### config.mk
export PLATFORM = sky130hd
export DESIGN_NAME = controller_mc
export DESIGN_NICKNAME = d
export VERILOG_FILES = /design/src/rtl/controller_mc.sv
export SDC_FILE = /design/constraint.sdc
export NUM_CORES = 1
export LEC_CHECK = 0
export BUFFER_PORTS_ARGS = -buffer_cell sky130_fd_sc_hd__buf_2
export CAP_MARGIN = 30
export CORE_MARGIN = 2
export CORE_UTILIZATION = 49
export CTS_CLUSTER_DIAMETER = 120
export DETAILED_ROUTE_END_ITERATION = 8
export PLACE_DENSITY = 0.82
export SLEW_MARGIN = 20
export SYNTH_ARGS = -nofsm -noshare
export SYNTH_HDL_FRONTEND = slang
export SYNTH_SLANG_ARGS = --single-unit
### constraint.sdc
create_clock -name clk -period 2.2 [get_ports clk]
set_input_delay 0.22 -clock clk [delete_from_list [all_inputs] [get_ports clk]]
set_output_delay 0.22 -clock clk [all_outputs]
set_load 0.03 [all_outputs]
### src/rtl/controller_mc.sv
// controller_mc: multicycle RISC-V control unit.
// A Moore FSM sequences fetch, decode, address generation, execute and
// writeback so a single ALU and a unified memory can be shared. Only the
// FETCH enables (gated by MemReady) and the BRANCH PC write (from the ALU
// flags) depend combinationally on inputs. While reset is low every
// enable is held at 0.
module controller_mc #(
  parameter bit MEM_HANDSHAKE = 1'b1,
  parameter bit EN_UNSIGNED   = 1'b1
) (
  input  logic       clk,
  input  logic       reset,
  input  logic [6:0] op,
  input  logic [2:0] funct3,
  input  logic       funct7b5,
  input  logic       Zero,
  input  logic       Menor,
  input  logic       MenorU,
  input  logic       MemReady,
  output logic       PCWrite,
  output logic       AdrSrc,
  output logic       MemRead,
  output logic       MemWrite,
  output logic       IRWrite,
  output logic [1:0] ResultSrc,
  output logic [1:0] ALUSrcA,
  output logic [1:0] ALUSrcB,
  output logic [3:0] ALUControl,
  output logic [2:0] ImmSrc,
  output logic       RegWrite,
  output logic       IllegalOp,
  output logic [3:0] State
);

  localparam int unsigned STATE_W = 4;

  typedef enum logic [STATE_W-1:0] {
    S_FETCH    = 4'd0,
    S_DECODE   = 4'd1,
    S_MEMADR   = 4'd2,
    S_MEMREAD  = 4'd3,
    S_MEMWB    = 4'd4,
    S_MEMWRITE = 4'd5,
    S_EXECR    = 4'd6,
    S_EXECI    = 4'd7,
    S_ALUWB    = 4'd8,
    S_JAL      = 4'd9,
    S_BRANCH   = 4'd10,
    S_LUI      = 4'd11,
    S_TRAP     = 4'd12
  } state_t;

  localparam logic [6:0] OP_LOAD   = 7'b0000011;
  localparam logic [6:0] OP_STORE  = 7'b0100011;
  localparam logic [6:0] OP_RTYPE  = 7'b0110011;
  localparam logic [6:0] OP_ITYPE  = 7'b0010011;
  localparam logic [6:0] OP_BRANCH = 7'b1100011;
  localparam logic [6:0] OP_JAL    = 7'b1101111;
  localparam logic [6:0] OP_LUI    = 7'b0110111;

  localparam logic [3:0] ALU_ADD  = 4'b0000;
  localparam logic [3:0] ALU_SUB  = 4'b0001;
  localparam logic [3:0] ALU_AND  = 4'b0010;
  localparam logic [3:0] ALU_OR   = 4'b0011;
  localparam logic [3:0] ALU_XOR  = 4'b0100;
  localparam logic [3:0] ALU_SLT  = 4'b0101;
  localparam logic [3:0] ALU_SLL  = 4'b0110;
  localparam logic [3:0] ALU_SRL  = 4'b0111;
  localparam logic [3:0] ALU_SRA  = 4'b1000;
  localparam logic [3:0] ALU_SLTU = 4'b1001;

  localparam logic [1:0] RES_ALUOUT = 2'b00;
  localparam logic [1:0] RES_MEM    = 2'b01;
  localparam logic [1:0] RES_ALURES = 2'b10;

  localparam logic [1:0] SRCA_PC    = 2'b00;
  localparam logic [1:0] SRCA_OLDPC = 2'b01;
  localparam logic [1:0] SRCA_RS1   = 2'b10;
  localparam logic [1:0] SRCA_ZERO  = 2'b11;

  localparam logic [1:0] SRCB_RS2  = 2'b00;
  localparam logic [1:0] SRCB_IMM  = 2'b01;
  localparam logic [1:0] SRCB_FOUR = 2'b10;

  state_t     state;
  state_t     state_next;
  logic       ready;
  logic       branch_ok;
  logic       taken;
  logic [3:0] alu_dec;

  // Memory access completes this cycle (always true without handshake)
  assign ready = MemReady | ~MEM_HANDSHAKE;

  // Branch funct3 010/011 are reserved; 110/111 need unsigned support
  assign branch_ok = (funct3[2:1] != 2'b01) &&
                     (EN_UNSIGNED || (funct3[2:1] != 2'b11));

  assign State = STATE_W'(state);

  // State register with asynchronous clear to FETCH
  always_ff @(posedge clk or negedge reset) begin
    if (!reset) state <= S_FETCH;
    else        state <= state_next;
  end

  // Next-state sequencing
  always_comb begin
    state_next = state;
    case (state)
      S_FETCH:    if (ready) state_next = S_DECODE;
      S_DECODE: begin
        case (op)
          OP_LOAD, OP_STORE: state_next = S_MEMADR;
          OP_RTYPE:          state_next = S_EXECR;
          OP_ITYPE:          state_next = S_EXECI;
          OP_BRANCH:         state_next = branch_ok ? S_BRANCH : S_TRAP;
          OP_JAL:            state_next = S_JAL;
          OP_LUI:            state_next = S_LUI;
          default:           state_next = S_TRAP;
        endcase
      end
      S_MEMADR:   state_next = op[5] ? S_MEMWRITE : S_MEMREAD;
      S_MEMREAD:  if (ready) state_next = S_MEMWB;
      S_MEMWB:    state_next = S_FETCH;
      S_MEMWRITE: if (ready) state_next = S_FETCH;
      S_EXECR, S_EXECI, S_JAL, S_LUI: state_next = S_ALUWB;
      S_ALUWB:    state_next = S_FETCH;
      S_BRANCH:   state_next = S_FETCH;
      S_TRAP:     state_next = S_TRAP;
      default:    state_next = S_FETCH;
    endcase
  end

  // ALU operation for R/I execute; sub only exists in the R form
  always_comb begin
    alu_dec = ALU_ADD;
    case (funct3)
      3'b000:  alu_dec = (state == S_EXECR && funct7b5) ? ALU_SUB : ALU_ADD;
      3'b001:  alu_dec = ALU_SLL;
      3'b010:  alu_dec = ALU_SLT;
      3'b011:  alu_dec = ALU_SLTU;
      3'b100:  alu_dec = ALU_XOR;
      3'b101:  alu_dec = funct7b5 ? ALU_SRA : ALU_SRL;
      3'b110:  alu_dec = ALU_OR;
      default: alu_dec = ALU_AND;
    endcase
  end

  // Branch condition from the ALU comparison flags
  always_comb begin
    taken = 1'b0;
    case (funct3)
      3'b000:  taken = Zero;
      3'b001:  taken = ~Zero;
      3'b100:  taken = Menor;
      3'b101:  taken = ~Menor;
      3'b110:  taken = MenorU;
      3'b111:  taken = ~MenorU;
      default: taken = 1'b0;
    endcase
  end

  // Immediate format selected directly from the opcode
  always_comb begin
    ImmSrc = 3'b000;
    case (op)
      OP_STORE:  ImmSrc = 3'b001;
      OP_BRANCH: ImmSrc = 3'b010;
      OP_JAL:    ImmSrc = 3'b011;
      OP_LUI:    ImmSrc = 3'b100;
      default:   ImmSrc = 3'b000;
    endcase
  end

  // Per-state datapath controls, with enables suppressed during reset
  always_comb begin
    PCWrite    = 1'b0;
    AdrSrc     = 1'b0;
    MemRead    = 1'b0;
    MemWrite   = 1'b0;
    IRWrite    = 1'b0;
    ResultSrc  = RES_ALUOUT;
    ALUSrcA    = SRCA_PC;
    ALUSrcB    = SRCB_RS2;
    ALUControl = ALU_ADD;
    RegWrite   = 1'b0;
    IllegalOp  = 1'b0;
    case (state)
      S_FETCH: begin
        MemRead   = 1'b1;
        ALUSrcB   = SRCB_FOUR;
        ResultSrc = RES_ALURES;
        IRWrite   = ready;
        PCWrite   = ready;
      end
      S_DECODE: begin
        ALUSrcA = SRCA_OLDPC;
        ALUSrcB = SRCB_IMM;
      end
      S_MEMADR: begin
        ALUSrcA = SRCA_RS1;
        ALUSrcB = SRCB_IMM;
      end
      S_MEMREAD: begin
        MemRead = 1'b1;
        AdrSrc  = 1'b1;
      end
      S_MEMWB: begin
        ResultSrc = RES_MEM;
        RegWrite  = 1'b1;
      end
      S_MEMWRITE: begin
        MemWrite = 1'b1;
        AdrSrc   = 1'b1;
      end
      S_EXECR: begin
        ALUSrcA    = SRCA_RS1;
        ALUControl = alu_dec;
      end
      S_EXECI: begin
        ALUSrcA    = SRCA_RS1;
        ALUSrcB    = SRCB_IMM;
        ALUControl = alu_dec;
      end
      S_ALUWB:  RegWrite = 1'b1;
      S_JAL: begin
        ALUSrcA = SRCA_OLDPC;
        ALUSrcB = SRCB_FOUR;
        PCWrite = 1'b1;
      end
      S_BRANCH: begin
        ALUSrcA    = SRCA_RS1;
        ALUControl = ALU_SUB;
        PCWrite    = taken;
      end
      S_LUI: begin
        ALUSrcA = SRCA_ZERO;
        ALUSrcB = SRCB_IMM;
      end
      S_TRAP:   IllegalOp = 1'b1;
      default: ;
    endcase
    if (!reset) begin
      PCWrite   = 1'b0;
      IRWrite   = 1'b0;
      MemRead   = 1'b0;
      MemWrite  = 1'b0;
      RegWrite  = 1'b0;
      IllegalOp = 1'b0;
    end
  end

endmodule

==> key figures <==
Critical path
  • CP Data Required Time: 1980 ps
  • CP startpoint kind: flip-flop
  • Worst Setup End Kind: primary output
  • Largest fanout on the critical path: 14
  • R2R setup slack: 620 ps
  • Arr. time, crit path: 1750 ps
  • Crit Path Class: flip-flop to primary output

Pwr
  • Leak pwr: 0.000492 µW
  • Worst vdd ir: 611 µV
  • Cell Pwr Density: 984 nW/µm²
  • Total power: 1010 µW

Die
  • Rows: 14
  • Core box area: 1540 µm²
  • Total Die Area: 2030 µm²
  • IO Count: 41
  • Die width: 45.1 µm
  • Die height: 45.1 µm
  • Initial Utilization: 53.7%

Detailed routing
  • Vias per cell: 5.90
  • Post-detailed-route count of antenna-violating nets: 0
  • WL final: 2.28 mm
  • TritonRoute pass-1 iters: 5
  • WL per Instance: 13.1 µm
  • Vias: 1027
  • DRC Markers: 0
  • 1st-iter DRT viols: 28

CTS
  • Worst-Skew Late Latency: 240 ps
  • CTS clk-pin slew, worst paths: 40 ps
  • Longest Clk Path Bufs: 2
  • Htree depth: 1
  • Sink Count: 4
  • Num CTS Buffers: 3
  • Root buffer cell: clkbuf_4
  • CTS tree: yes

Synthesis
  • Dominant cell type by area after synthesis: dfrtp_1
  • Fraction of registers with async set/reset: 100%
  • Synth Instances: 123
  • Synth warnings: 0
  • Synth top area share: 12.1%
  • Seq cells post-synth: 4
  • Syn Area/Cell: 6.72 µm²
  • EDFF count, synth: 0
  • Commonest register cell after synthesis: dfrtp_1
  • Ranking of synthesized cells by area: dfrtp_1 (12%), a21oi_1 (6.7%), nor3_1 (5.4%), nand2_1 (5.4%), nor2_1 (5.4%)
  • Synth Cell Area: 827 µm²
  • Sequential fraction of the synthesis area: 12.1%
  • Post-Syn Nets: 140
  • Synth cell types: 45

Global route
  • GRT Resource Usage Total: 22.9%
  • Initial antenna violation count: 0
  • Largest net degree at the start of global routing: 22
  • Vias in the first global route: 763
  • First-pass GRT wire length: 3.47 mm
  • Total gr overflow: 0

Timing
  • Min Tclk post-route: 1970 ps
  • Final setup TNS: 0 ps
  • Pins Over Slew Limit: 0
  • Final Hold Violating Endpoints: 0
  • Worst-Margin Slew: 435 ps
  • Post-route clock skew: 6.22 ps
  • Fmax: 507 MHz
  • Final WS setup: 228 ps
  • RSZ-0062 raised after global routing: no
  • Final Setup Violations: 0
  • Rel. slew slack: 70.9%
  • Final worst path period share: 89.6%

Cells and area
  • Register Area: 103 µm²
  • # diodes: 0
  • Most common cell after layout, fill and taps aside: buf_2
  • Finished Cell Area: 1030 µm²
  • Final Net Count: 177
  • Most frequent cells in the layout: buf_2 (40), nand2_1 (12), nor2_1 (12)
  • Max reg flops: 4
  • Multi-input logic area: 638 µm²
  • Area Overhead vs Synth: 24.2%
  • Non-Filler Instances: 174
  • Share of cells above drive strength 1: 34.8%
  • # fillers: 157

Worst hold path
  • Hold/Removal Path Class: primary input to async pin

Job
  • Max cap viols: 0

Place
  • Placed insts: 170
  • Dpl ws: 396 ps
  • IO Port Bufs: 40
  • Post-DP Area: 992 µm²
  • DP HPWL: 1.75 mm
  • Gpl congestion: 0.893

Run status
  • Status: completed
layer usage:
metal	wire length (µm)	part of all wire [%]	track usage, %	vias to the layer above
li1	-	-	-	517
met1	1010	44	34.5	455
met2	1020	45	33.7	55
met3	245	11	6.80	0
met4	0	0	1.76	0
met5	0	0	0	-
Yosys cell counts (2+ instances only):
master	instances
nand2_1	12
nor2_1	12
a21oi_1	11
nor3_1	9
buf_2	8
nor2b_1	6
nor4_1	5
o21ai_1	5
xnor2_1	5
dfrtp_1	4
inv_1	4
nand3_1	3
buf_6	2
nand3b_1	2
nor3b_1	2
o21ai_0	2
o221ai_1	2
xor2_1	2
cell families (layout without fill, tap and decap cells):
kind of cell	after synthesis	after routing	synth area share, %
AND/OR/NAND/NOR	61	61	39.6
AO/OA/AOI/OAI	34	34	28.9
buffers and inverters	16	51	10.7
XOR/XNOR	7	7	7.41
flip-flops	4	4	12.1
multiplexers	1	1	1.21
where the power goes:
group / total, µW / internal [µW] / switching, µW
sequential: 196 / 101 / 94.9
combinational: 721 / 246 / 475
clock: 94.5 / 61.2 / 33.3
total: 1010 / 408 / 603
worst max-delay path: stages, from the launching register on:
cell and delay [ps]:
dfrtp_2 490, and2b_4 320, nand2_1 120, a2111oi_2 340, buf_2 250
layout make-up:
| cell class | count | share of cell area, % |
|---|---|---|
| multi-input cells | 103 | 62.1 |
| repair buffers | 43 | 21.9 |
| flip-flops and latches | 4 | 9.99 |
| clock buffers | 3 | 2.19 |
| well taps | 16 | 1.95 |
| inverters | 5 | 1.83 |
per-stage QoR:
stage	hold slack [ps]	util, %
final	339	66.6
after detailed placement	55.2	64.4
after global routing	353	66.6
after floorplan	-75.6	-
after global placement	55.7	64.4
after CTS	332	66.5
final timing paths:
| kind | from | depth (start not counted) | to |
|---|---|---|---|
| max | State[3] | 4 | ALUControl[2] |
| max in group asynchronous | reset | 2 | State[3] |
| min | reset | 2 | State[2] |
| max reg2reg | State[0] | 5 | State[2] |
| min reg2reg | State[1] | 1 | State[3] |
| min in group clk | MemReady | 4 | State[0] |
what timing repair did:
item                                    CTS  global route
endpoints found under the hold margin     4             0
setup buffers                             0             0
endpoints found under the setup margin    0             3
hold buffers                              1             0
gates resized for setup                   0             2
Note: power is estimated with default switching activity, not from simulation.
